<file path="src/rtl/wb_cmd_pkg.sv">
// Shared types for the Wishbone command initiator: FSM states, response
// status codes and the watchdog counter width helper.
package wb_cmd_pkg;

  typedef enum logic [1:0] {
    IDLE = 2'd0,
    BUS  = 2'd1,
    RESP = 2'd2
  } state_e;

  typedef enum logic [1:0] {
    RSP_OK      = 2'd0,
    RSP_ERR     = 2'd1,
    RSP_TIMEOUT = 2'd2
  } rsp_status_e;

  // Counter must reach TIMEOUT_CYCLES-1; kept within 8..16 bits.
  function automatic int wd_cnt_width(input int timeout_cycles);
    int w;
    w = $clog2(timeout_cycles + 1);
    if (w < 8) w = 8;
    if (w > 16) w = 16;
    return w;
  endfunction

endpackage

</file>
<file path="src/rtl/wb_cmd_initiator_if.sv">
// Command/response handshake plus the WBs_* Wishbone classic signal set.
interface wb_cmd_initiator_if #(
  parameter int ADR_W = 17,
  parameter int DAT_W = 32
);
  logic               cmd_valid;
  logic               cmd_ready;
  logic               cmd_we;
  logic [ADR_W-1:0]   cmd_adr;
  logic [DAT_W-1:0]   cmd_dat;
  logic [DAT_W/8-1:0] cmd_sel;

  logic               rsp_valid;
  logic               rsp_ready;
  logic [DAT_W-1:0]   rsp_dat;
  logic               rsp_err;
  logic               rsp_timeout;

  logic [ADR_W-1:0]   WBs_ADR;
  logic               WBs_CYC;
  logic               WBs_STB;
  logic               WBs_WE;
  logic               WBs_RD;
  logic [DAT_W/8-1:0] WBs_BYTE_STB;
  logic [DAT_W-1:0]   WBs_WR_DAT;
  logic [DAT_W-1:0]   WBs_RD_DAT;
  logic               WBs_ACK;
  logic               WBs_ERR;

  modport master (
    input  cmd_valid, cmd_we, cmd_adr, cmd_dat, cmd_sel, rsp_ready,
    input  WBs_RD_DAT, WBs_ACK, WBs_ERR,
    output cmd_ready, rsp_valid, rsp_dat, rsp_err, rsp_timeout,
    output WBs_ADR, WBs_CYC, WBs_STB, WBs_WE, WBs_RD, WBs_BYTE_STB, WBs_WR_DAT
  );

  modport slave (
    output cmd_valid, cmd_we, cmd_adr, cmd_dat, cmd_sel, rsp_ready,
    output WBs_RD_DAT, WBs_ACK, WBs_ERR,
    input  cmd_ready, rsp_valid, rsp_dat, rsp_err, rsp_timeout,
    input  WBs_ADR, WBs_CYC, WBs_STB, WBs_WE, WBs_RD, WBs_BYTE_STB, WBs_WR_DAT
  );
endinterface

</file>
<file path="src/rtl/wb_cmd_watchdog.sv">
// Bus-cycle watchdog: counter cleared on cycle start, counts while enabled,
// expire flags the last permitted cycle. TIMEOUT_CYCLES = 0 disables it.
module wb_cmd_watchdog #(
  parameter int TIMEOUT_CYCLES = 255,
  parameter int CNT_W          = 8
) (
  input  logic clk_sys,
  input  logic rst_b,
  input  logic clr,
  input  logic en,
  output logic expire
);

  logic [CNT_W-1:0] cnt;

  always_ff @(posedge clk_sys or negedge rst_b) begin
    if (!rst_b) begin
      cnt <= '0;
    end else if (clr) begin
      cnt <= '0;
    end else if (en) begin
      cnt <= cnt + CNT_W'(1);
    end
  end

  generate
    if (TIMEOUT_CYCLES == 0) begin : g_off
      assign expire = 1'b0;
    end else begin : g_on
      assign expire = en && (cnt == CNT_W'(TIMEOUT_CYCLES - 1));
    end
  endgenerate

endmodule

</file>
<file path="src/rtl/wb_cmd_initiator.sv">
// Single-outstanding Wishbone classic initiator: one command in, one bus
// cycle, one response out. All outputs registered.
//
// state | meaning
// IDLE  | cmd_ready high, waiting for a command
// BUS   | CYC/STB high, waiting for ACK/ERR or watchdog expiry
// RESP  | rsp_valid high, waiting for rsp_ready
module wb_cmd_initiator
  import wb_cmd_pkg::*;
#(
  parameter int ADR_W          = 17,
  parameter int DAT_W          = 32,
  parameter int TIMEOUT_CYCLES = 255
) (
  input  logic                WB_CLK,
  input  logic                WB_RST_n,
  wb_cmd_initiator_if.master  bus
);

  localparam logic [1:0] S_IDLE = IDLE;
  localparam logic [1:0] S_BUS  = BUS;
  localparam logic [1:0] S_RESP = RESP;
  localparam int         CNT_W  = wd_cnt_width(TIMEOUT_CYCLES);

  generate
    if (ADR_W < 1 || DAT_W < 8 || (DAT_W % 8) != 0) begin : g_bad_param
      $error("wb_cmd_initiator: DAT_W must be a multiple of 8 and ADR_W >= 1");
    end
  endgenerate

  logic [1:0]  state;
  logic        accept;
  logic        in_bus;
  logic        wd_expire;
  logic        bus_done;
  rsp_status_e bus_status;

  assign accept = (state == S_IDLE) && bus.cmd_valid;
  assign in_bus = (state == S_BUS);

  wb_cmd_watchdog #(
    .TIMEOUT_CYCLES (TIMEOUT_CYCLES),
    .CNT_W          (CNT_W)
  ) u_watchdog (
    .clk_sys (WB_CLK),
    .rst_b   (WB_RST_n),
    .clr     (accept),
    .en      (in_bus),
    .expire  (wd_expire)
  );

  // ERR beats ACK, and any bus response beats the watchdog.
  always_comb begin
    bus_done   = 1'b1;
    bus_status = RSP_OK;
    if (bus.WBs_ERR) begin
      bus_status = RSP_ERR;
    end else if (bus.WBs_ACK) begin
      bus_status = RSP_OK;
    end else if (wd_expire) begin
      bus_status = RSP_TIMEOUT;
    end else begin
      bus_done = 1'b0;
    end
  end

  always_ff @(posedge WB_CLK or negedge WB_RST_n) begin
    if (!WB_RST_n) begin
      state            <= S_IDLE;
      bus.cmd_ready    <= 1'b1;
      bus.rsp_valid    <= 1'b0;
      bus.rsp_dat      <= '0;
      bus.rsp_err      <= 1'b0;
      bus.rsp_timeout  <= 1'b0;
      bus.WBs_ADR      <= '0;
      bus.WBs_CYC      <= 1'b0;
      bus.WBs_STB      <= 1'b0;
      bus.WBs_WE       <= 1'b0;
      bus.WBs_RD       <= 1'b0;
      bus.WBs_BYTE_STB <= '0;
      bus.WBs_WR_DAT   <= '0;
    end else begin
      case (state)
        S_IDLE: begin
          if (bus.cmd_valid) begin
            state            <= S_BUS;
            bus.cmd_ready    <= 1'b0;
            bus.WBs_ADR      <= bus.cmd_adr;
            bus.WBs_WR_DAT   <= bus.cmd_dat;
            bus.WBs_BYTE_STB <= bus.cmd_sel;
            bus.WBs_WE       <= bus.cmd_we;
            bus.WBs_RD       <= ~bus.cmd_we;
            bus.WBs_CYC      <= 1'b1;
            bus.WBs_STB      <= 1'b1;
          end
        end
        S_BUS: begin
          if (bus_done) begin
            state           <= S_RESP;
            bus.WBs_CYC     <= 1'b0;
            bus.WBs_STB     <= 1'b0;
            bus.WBs_WE      <= 1'b0;
            bus.WBs_RD      <= 1'b0;
            bus.rsp_valid   <= 1'b1;
            bus.rsp_err     <= (bus_status != RSP_OK);
            bus.rsp_timeout <= (bus_status == RSP_TIMEOUT);
            bus.rsp_dat     <= (bus_status == RSP_OK && !bus.WBs_WE) ?
                               bus.WBs_RD_DAT : {DAT_W{1'b0}};
          end
        end
        S_RESP: begin
          if (bus.rsp_ready) begin
            state         <= S_IDLE;
            bus.rsp_valid <= 1'b0;
            bus.cmd_ready <= 1'b1;
          end
        end
        default: state <= S_IDLE;
      endcase
    end
  end

endmodule

</file>
<file path="src/flat_wrapper.sv">
// flat-port wrapper written by rule: the top's interface ports become plain ports
module wb_cmd_initiator_flat import wb_cmd_pkg::*;
#(
  parameter int ADR_W          = 17,
  parameter int DAT_W          = 32,
  parameter int TIMEOUT_CYCLES = 255
)
  (WB_CLK, WB_RST_n, bus_cmd_valid, bus_cmd_we, bus_cmd_adr, bus_cmd_dat, bus_cmd_sel, bus_rsp_ready, bus_WBs_RD_DAT, bus_WBs_ACK, bus_WBs_ERR, bus_cmd_ready, bus_rsp_valid, bus_rsp_dat, bus_rsp_err, bus_rsp_timeout, bus_WBs_ADR, bus_WBs_CYC, bus_WBs_STB, bus_WBs_WE, bus_WBs_RD, bus_WBs_BYTE_STB, bus_WBs_WR_DAT);
  wb_cmd_initiator_if #(.ADR_W(ADR_W), .DAT_W(DAT_W)) bus_i ();
  input  logic WB_CLK;
  input  logic WB_RST_n;
  input wire logic [$bits(bus_i.cmd_valid)-1:0] bus_cmd_valid;
  input wire logic [$bits(bus_i.cmd_we)-1:0] bus_cmd_we;
  input wire logic [$bits(bus_i.cmd_adr)-1:0] bus_cmd_adr;
  input wire logic [$bits(bus_i.cmd_dat)-1:0] bus_cmd_dat;
  input wire logic [$bits(bus_i.cmd_sel)-1:0] bus_cmd_sel;
  input wire logic [$bits(bus_i.rsp_ready)-1:0] bus_rsp_ready;
  input wire logic [$bits(bus_i.WBs_RD_DAT)-1:0] bus_WBs_RD_DAT;
  input wire logic [$bits(bus_i.WBs_ACK)-1:0] bus_WBs_ACK;
  input wire logic [$bits(bus_i.WBs_ERR)-1:0] bus_WBs_ERR;
  output wire logic [$bits(bus_i.cmd_ready)-1:0] bus_cmd_ready;
  output wire logic [$bits(bus_i.rsp_valid)-1:0] bus_rsp_valid;
  output wire logic [$bits(bus_i.rsp_dat)-1:0] bus_rsp_dat;
  output wire logic [$bits(bus_i.rsp_err)-1:0] bus_rsp_err;
  output wire logic [$bits(bus_i.rsp_timeout)-1:0] bus_rsp_timeout;
  output wire logic [$bits(bus_i.WBs_ADR)-1:0] bus_WBs_ADR;
  output wire logic [$bits(bus_i.WBs_CYC)-1:0] bus_WBs_CYC;
  output wire logic [$bits(bus_i.WBs_STB)-1:0] bus_WBs_STB;
  output wire logic [$bits(bus_i.WBs_WE)-1:0] bus_WBs_WE;
  output wire logic [$bits(bus_i.WBs_RD)-1:0] bus_WBs_RD;
  output wire logic [$bits(bus_i.WBs_BYTE_STB)-1:0] bus_WBs_BYTE_STB;
  output wire logic [$bits(bus_i.WBs_WR_DAT)-1:0] bus_WBs_WR_DAT;
  assign bus_i.cmd_valid = bus_cmd_valid;
  assign bus_i.cmd_we = bus_cmd_we;
  assign bus_i.cmd_adr = bus_cmd_adr;
  assign bus_i.cmd_dat = bus_cmd_dat;
  assign bus_i.cmd_sel = bus_cmd_sel;
  assign bus_i.rsp_ready = bus_rsp_ready;
  assign bus_i.WBs_RD_DAT = bus_WBs_RD_DAT;
  assign bus_i.WBs_ACK = bus_WBs_ACK;
  assign bus_i.WBs_ERR = bus_WBs_ERR;
  assign bus_cmd_ready = bus_i.cmd_ready;
  assign bus_rsp_valid = bus_i.rsp_valid;
  assign bus_rsp_dat = bus_i.rsp_dat;
  assign bus_rsp_err = bus_i.rsp_err;
  assign bus_rsp_timeout = bus_i.rsp_timeout;
  assign bus_WBs_ADR = bus_i.WBs_ADR;
  assign bus_WBs_CYC = bus_i.WBs_CYC;
  assign bus_WBs_STB = bus_i.WBs_STB;
  assign bus_WBs_WE = bus_i.WBs_WE;
  assign bus_WBs_RD = bus_i.WBs_RD;
  assign bus_WBs_BYTE_STB = bus_i.WBs_BYTE_STB;
  assign bus_WBs_WR_DAT = bus_i.WBs_WR_DAT;
  wb_cmd_initiator #(.ADR_W(ADR_W), .DAT_W(DAT_W), .TIMEOUT_CYCLES(TIMEOUT_CYCLES)) u_core (.WB_CLK(WB_CLK), .WB_RST_n(WB_RST_n), .bus(bus_i));
endmodule
</file>
<file path="config.mk">
export PLATFORM = sky130hd
export DESIGN_NAME = wb_cmd_initiator_flat
export DESIGN_NICKNAME = d
export VERILOG_FILES = /design/src/rtl/wb_cmd_pkg.sv /design/src/rtl/wb_cmd_initiator_if.sv /design/src/rtl/wb_cmd_watchdog.sv /design/src/rtl/wb_cmd_initiator.sv /design/src/flat_wrapper.sv
export SDC_FILE = /design/constraint.sdc
export NUM_CORES = 1
export LEC_CHECK = 0
export BUFFER_PORTS_ARGS = -buffer_cell sky130_fd_sc_hd__buf_2
export CORE_MARGIN = 2
export CORE_UTILIZATION = 30
export CTS_CLUSTER_DIAMETER = 40
export DETAILED_ROUTE_END_ITERATION = 10
export SLEW_MARGIN = 20
export SYNTH_ARGS = -nofsm -noshare
export SYNTH_HDL_FRONTEND = slang
export SYNTH_SLANG_ARGS = --single-unit
export TNS_END_PERCENT = 1
</file>
<file path="constraint.sdc">
create_clock -name WB_CLK -period 1.6 [get_ports WB_CLK]
set_clock_uncertainty 0.05 [all_clocks]
set_input_delay 0.08 -clock WB_CLK [delete_from_list [all_inputs] [get_ports WB_CLK]]
set_output_delay 0.08 -clock WB_CLK [all_outputs]
set_load 0.02 [all_outputs]
</file>
==> impl_results.md, run 1 <==
- Layout area overhead: 49.55%
- Synth top area share: 0.5998
- Synth Area in XOR/XNOR: 0
- Die Y: 122.5 um
- Top cells by area, synth: dfrtp_1 60%, nand2_1 15%, a21bo_1 7.1%, nand4_1 5.0%, clkbuf_1 1.3%
- First-pass GRT wire length: 18510 um
- Post-synthesis compound-gate area fraction: 0.1125
- Max Clock Freq: 0.5656 GHz
- Fin cells: 843
- Worst-margin pin slew: 546.4 ps
- CP Max Fanout: 32
- Number of hold violations in the final report: 0
- VDD IR max: 0.7179 mV
- Met1 usage: 0.1963
- Yosys synthesis warning count: 0
- Clk sink count: 102
- GRT overflow: 0
- Post-synth cell types: 35
- CP arrival: 1950 ps
- Starting Density: 0.3048
- Clock latency at the later pin of the worst-skew pair: 340 ps
- Hold Crit Class: input pin to register
- Met3 GRT Util: 0.03903
- P_leak: 0.003600 uW
- Clock transition at path regs: 70 ps
- RSZ-0062 raised after global routing: yes
- Yosys top cell by area: dfrtp_1
- Outcome: complete, but fails checks
- CP Capture Type: register
- Postcts setup bufs: 0
- Final ANT Viol Nets: 0
- Seq/Total Area, Yosys: 0.6060
- Commonest non-fill, non-tap cell in the layout: buf_2
- Die area: 0.01501 mm^2
- Syn_nets: 511
- DP HPWL: 7364 um
- Num ports: 185
- Routed WL per cell: 13.53 um
- Largest net degree at the start of global routing: 103
- Rows: 43
- TritonRoute pass-1 iters: 4
- Final WS setup: -168.2 ps
- Core footprint: 0.01383 mm^2
- Slew Viols, Final: 0
- Failing checks: negative setup slack
- Die W: 122.5 um
- Root Buffer: clkbuf_16
- Cts bufs inserted: 9
- Sw frac: 0.4099
- Max-cap violations: 0
- Clock share of power: 0.192
- Antenna cell count: 0
- Most Used Layer, Global Route: met2
- Via-to-Cell Ratio: 4.612
- Initial DRC count: 181
- Int Power: 6656 uW
- Comb pwr share: 0.434
- Flop pwr share: 0.374
- Simple-Gate Fraction of Synth Area: 0.2295
- Max-slew headroom: 0.6358
- # H-tree levels: 3
- Fillers: 1280
- GR Layer Usage met2: 0.2590
- Most frequent cells in the layout: 183 x buf_2, 168 x nand2_1, 101 x dfrtp_1, 57 x dlygate4sd3_1, 34 x nand4_1
- Crit path kind: register to register
- Layout cell share with drive strength beyond 1: 0.3469
- Vias in the first global route: 3908
- RePlAce Congestion: 0.7583
- Number of synthesized register bits: 102
- Tmin final: 1768 ps
- Initial antenna violation count: 0
- Clock buffer depth: 2
- Mux contribution to synthesized area: 0.004751
- Gr usage total: 0.1562
- DRC: 0
- Port Buffers: 184
- P_sw: 4624 uW
- Synth Instances: 417
- Count of final setup violators: 35
- Final wirelength: 11400 um
- Via total after detailed routing: 3888
- Power per cell area: 1790 mW/mm^2
- Placement Setup Slack: -183.4 ps
- Syn avg cell area: 10.11 um^2
- Fin crit share: 1.105
- Adder-cell share of the synthesized area: 0.005938
- TritonCTS clock tree: yes
- Cell Area, Synth: 0.004214 mm^2
- Worst EP required: 1780 ps
- CP Launch Type: register
- Dpl cells: 770
- Largest family of logic cells by synthesized area: simple AND/OR/NAND/NOR gates
- Fin nets: 752
## critical path: stages (launching register included)
cell and delay (ps):
dfrtp_1 380, inv_1 60, ha_1 150, nand3_2 110, o41a_4 530, nand4_1 150, a21bo_2 220
## synthesized netlist by cell type, drive strengths merged
master   number
ha            2
dfstp         1
and2b         1
nor2          6
a2bb2oi       1
a21o          1
a21oi         3
nor3          1
nand2       169
a21bo        32
and3          1
clkbuf       15
nand4        35
a31o          2
buf          14
o21ai        10
a31oi         1
o41a          1
nand2b        2
o22ai         1
o22a          2
mux2i         2
nor3b         1
inv           4
nand3         5
and2          2
or2           1
dfrtp       101
## cell families after synthesis
family,after synthesis
adders and majority gates,2
DFF,102
AOI/OAI and AO/OA,54
buffers and inverters,33
and+or+nand+nor,224
muxes,2
## cell type report
cell class	instances	area (um^2)	area share
Inverter	4	15.01	0.002382
Clock buffer	10	229.0	0.03633
Timing Repair Buffer	259	1704	0.2704
Tap cell	180	225.2	0.03574
Clock inverter	6	61.31	0.009728
Multi-Input combinational cell	282	1514	0.2402
Sequential cell	102	2554	0.4052
## power groups by stage
stage	Clock, uW	Sequential [uW]	Combinational, uW
2_1_floorplan	0	5480	1750
3_3_place_gp	0	4220	4730
3_5_place_dp	0	4230	4820
4_1_cts	2250	4220	4930
5_1_grt	2340	4350	5380
6_report	2160	4220	4890
## final timing paths
path | startpoint | to | slack (ps) | depth (start not counted)
worst max register to register | u_core.u_watchdog.cnt[0] | u_core.bus.rsp_dat[31] | -170 | 6
worst max-delay path | u_core.u_watchdog.cnt[0] | u_core.bus.rsp_dat[31] | -170 | 6
min in group asynchronous | WB_RST_n | u_core.bus.rsp_dat[24] | 270 | 3
worst min-delay path | bus_WBs_RD_DAT[11] | u_core.bus.rsp_dat[11] | 40 | 3
worst min register to register | u_core.bus.WBs_WR_DAT[24] | u_core.bus.WBs_WR_DAT[24] | 420 | 2
max in group asynchronous | WB_RST_n | u_core.bus.WBs_WR_DAT[15] | 780 | 3
## layer usage
metal | wire (um) | part of all wire | vias to the layer above
li1 | - | - | 1864
met3 | 882 | 0.077 | 16
met1 | 4844 | 0.42 | 1842
met4 | 202 | 0.018 | 0
met2 | 5472 | 0.48 | 166
met5 | 0 | 0 | -
## sequential cells by signal, indices dropped and copies added, names as in the netlist, 2 cells and up
name	cells
u_core.state	2
u_core.u_watchdog.cnt	8
u_core.bus.rsp_dat	32
u_core.bus.WBs_WR_DAT	32
u_core.bus.WBs_ADR	17
u_core.bus.WBs_BYTE_STB	4
## through the flow
stage | utilization | hold slack, ps | TNS, ps | total power, uW | area (um^2)
final | 0.4558 | 37.80 | -4107 | 11280 | 6302
after global routing | 0.4558 | 38.92 | -9236 | 12070 | 6302
after CTS | 0.4558 | 19.93 | -4003 | 11400 | 6302
after detailed placement | 0.3925 | 137.0 | -7684 | 9055 | 5426
after global placement | 0.3925 | 137.3 | -4667 | 8948 | 5426
after floorplan | - | -265.6 | -3780 | 7229 | 4222
## timing repair
action | 4_1_cts | 5_1_grt
endpoints found under the hold margin | 159 | 0
resized for setup | 3 | 1
pin swaps | 3 | 3
hold buffers | 57 | 0
endpoints found under the setup margin | 88 | 90
No activity file was read; power rests on OpenSTA's default activity.
==> run 2: changes to the inputs <==
--- a/config.mk
+++ b/config.mk
@@ -10,6 +10,7 @@
 export CORE_UTILIZATION = 30
 export CTS_CLUSTER_DIAMETER = 40
 export DETAILED_ROUTE_END_ITERATION = 10
+export SKIP_LAST_GASP = 1
 export SLEW_MARGIN = 20
 export SYNTH_ARGS = -nofsm -noshare
 export SYNTH_HDL_FRONTEND = slang
==> impl_results.md, run 2 (synthesis results as in run 1) <==
- Failing checks: negative setup slack
- Fillers: 1269 (-0.86%)
- Count of final setup violators: 89 (+150%)
- Final WS setup: -218.7 ps (-50.56 ps)
- Crit-path max cell delay: 560 ps (+30 ps)
- Number of hold violations in the final report: 0 (unchanged)
- VDD IR max: 0.7185 mV (about the same)
- CP Launch Type: register
- Vias in the first global route: 3887 (-0.54%)
- Via-to-Cell Ratio: 4.637 (+0.53%)
- Regs by FF count: u_core.bus.WBs_WR_DAT: 32 flops, u_core.bus.rsp_dat: 32 flops, u_core.bus.WBs_ADR: 17 flops
- Die W: 122.5 um (unchanged)
- Flip-flop and latch area: 0.002554 mm^2 (unchanged)
- Clock latency at the later pin of the worst-skew pair: 340 ps (about the same)
- Layout cell share with drive strength beyond 1: 0.3504 (+0.003468)
- Clock transition at path regs: 70 ps (about the same)
- Initial DRC count: 177 (-2.2%)
- Via total after detailed routing: 3918 (+0.77%)
- Worst-margin pin slew: 547.4 ps (+1.085 ps)
- Power per cell area: 1790 mW/mm^2 (about the same)
- Clk sink count: 102 (unchanged)
- Largest net degree at the start of global routing: 103 (unchanged)
- Die Y: 122.5 um (unchanged)
- GRT overflow: 0 (unchanged)
- Postcts setup bufs: 0 (unchanged)
- RePlAce Congestion: 0.7583 (unchanged)
- Cts bufs inserted: 9 (unchanged)
- Rows: 43 (unchanged)
- # H-tree levels: 3 (unchanged)
- Final wirelength: 11970 um (+5.0%)
- Placed cell areas: 0.005426 mm^2 (unchanged)
- Root Buffer: clkbuf_16
- Port Buffers: 184 (unchanged)
- CP Cell Sequence: inv_1 > ha_2 > nand3_4 > o41a_4 > nand4_1 > a21bo_1
- Worst EP required: 1770 ps (about the same)
- Fin crit share: 1.137 (+0.03160)
- Layout area overhead: 50.74%
- Slowest cell on crit path: o41a_4
- Outcome: complete, but fails checks
- DRC: 0 (unchanged)
- Final ANT Viol Nets: 0 (unchanged)
- TritonCTS clock tree: yes
- Clock buffer depth: 2 (unchanged)
- Commonest non-fill, non-tap cell in the layout: buf_2
- Routed WL per cell: 14.16 um (+4.7%)
- Fin nets: 754 (+0.27%)
- Max Clock Freq: 0.5498 GHz (-2.8%)
- First-pass GRT wire length: 18460 um (-0.26%)
- TritonRoute pass-1 iters: 4 (unchanged)
- Die area: 0.01501 mm^2 (unchanged)
- Most frequent cells in the layout: 183 x buf_2, 168 x nand2_1, 101 x dfrtp_1, 57 x dlygate4sd3_1, 34 x nand4_1
- Max-cap violations: 0 (unchanged)
- Slew Viols, Final: 0 (unchanged)
- Multi-input combinational cell area: 0.001564 mm^2 (+3.3%)
- CP Max Fanout: 8 (-75%)
- Antenna cell count: 0 (unchanged)
- DP HPWL: 7364 um (unchanged)
- Crit path kind: register to register
- CP Capture Type: register
- Core footprint: 0.01383 mm^2 (unchanged)
- Final instance area: 0.006352 mm^2 (+0.79%)
- Tmin final: 1819 ps (+50.56 ps)
- Max-slew headroom: 0.6350 (-0.0007240)
- Initial antenna violation count: 0 (unchanged)
- RSZ-0062 raised after global routing: yes
- Gr usage total: 0.1556 (-0.0005944)
- CP arrival: 1990 ps (+40 ps)
- Hold slack: 42.46 ps (+4.660 ps)
- Final core area utilization: 0.4594 (+0.003619)
- P_leak: 0.003620 uW (+0.54%)
- Hold Crit Class: input pin to register
- Starting Density: 0.3048 (unchanged)
- Num ports: 185 (unchanged)
[run 2: metrics by stage]
stage,cells,setup WS [ps],total power (uW),setup TNS (ps)
2_1_floorplan,417,-122.1,7229,-3780
3_3_place_gp,770,-128.6,8948,-4667
3_5_place_dp,770,-183.4,9055,-7684
4_1_cts,843,-201.8,11390,-8646
5_1_grt,845,-293.9,12150,-16600
6_report,845,-218.7,11370,-8818
[run 2: metal layers]
metal	global-route usage	vias up	share of wire
met5	0	-	0
met4	0.05963	0	0.017
met3	0.03810	16	0.070
met2	0.2580	158	0.49
met1	0.1960	1865	0.42
li1	-	1879	-
[run 2: final timing paths]
path | startpoint | endpoint | slack (ps) | cells after the start
worst max-delay path | u_core.u_watchdog.cnt[0] | u_core.bus.rsp_dat[9] | -220 | 6
worst min-delay path | bus_WBs_RD_DAT[16] | u_core.bus.rsp_dat[16] | 40 | 3
worst max register to register | u_core.u_watchdog.cnt[0] | u_core.bus.rsp_dat[9] | -220 | 6
worst min register to register | u_core.bus.WBs_WR_DAT[24] | u_core.bus.WBs_WR_DAT[24] | 420 | 2
max in group asynchronous | WB_RST_n | u_core.bus.WBs_WR_DAT[15] | 780 | 3
min in group asynchronous | WB_RST_n | u_core.bus.rsp_dat[24] | 270 | 3
[run 2: worst max-delay path, delay by kind of cell (launching register included)]
family | cells | cell delay, ps
compound gates | 2 | 770
fa+ha+maj | 1 | 190
buf+inv | 1 | 60
flops | 1 | 380
simple gates | 2 | 240
[run 2: cell type report]
| class | count | area share |
|---|---|---|
| clock buffer | 10 | 0.03604 |
| clock inverter | 6 | 0.009651 |
| inverter | 4 | 0.002364 |
| multi-input combinational | 284 | 0.2462 |
| sequential | 102 | 0.4020 |
| tap | 180 | 0.03545 |
| timing repair buffer | 259 | 0.2683 |
[run 2: report_power, final]
part	internal (uW)	switching, uW	leakage, uW
registers	3640	587	0.00130
logic	1830	3140	0.00218
clock network	1210	963	0.000143
total	6680	4690	0.00362
[run 2: what timing repair did]
action / in CTS / in global routing
hold buffers: 57 / 0
resized for setup: 0 / 6
hold endpoints to repair: 159 / 0
pin swaps: 0 / 4
endpoints found under the setup margin: 88 / 91
gates cloned: 0 / 2
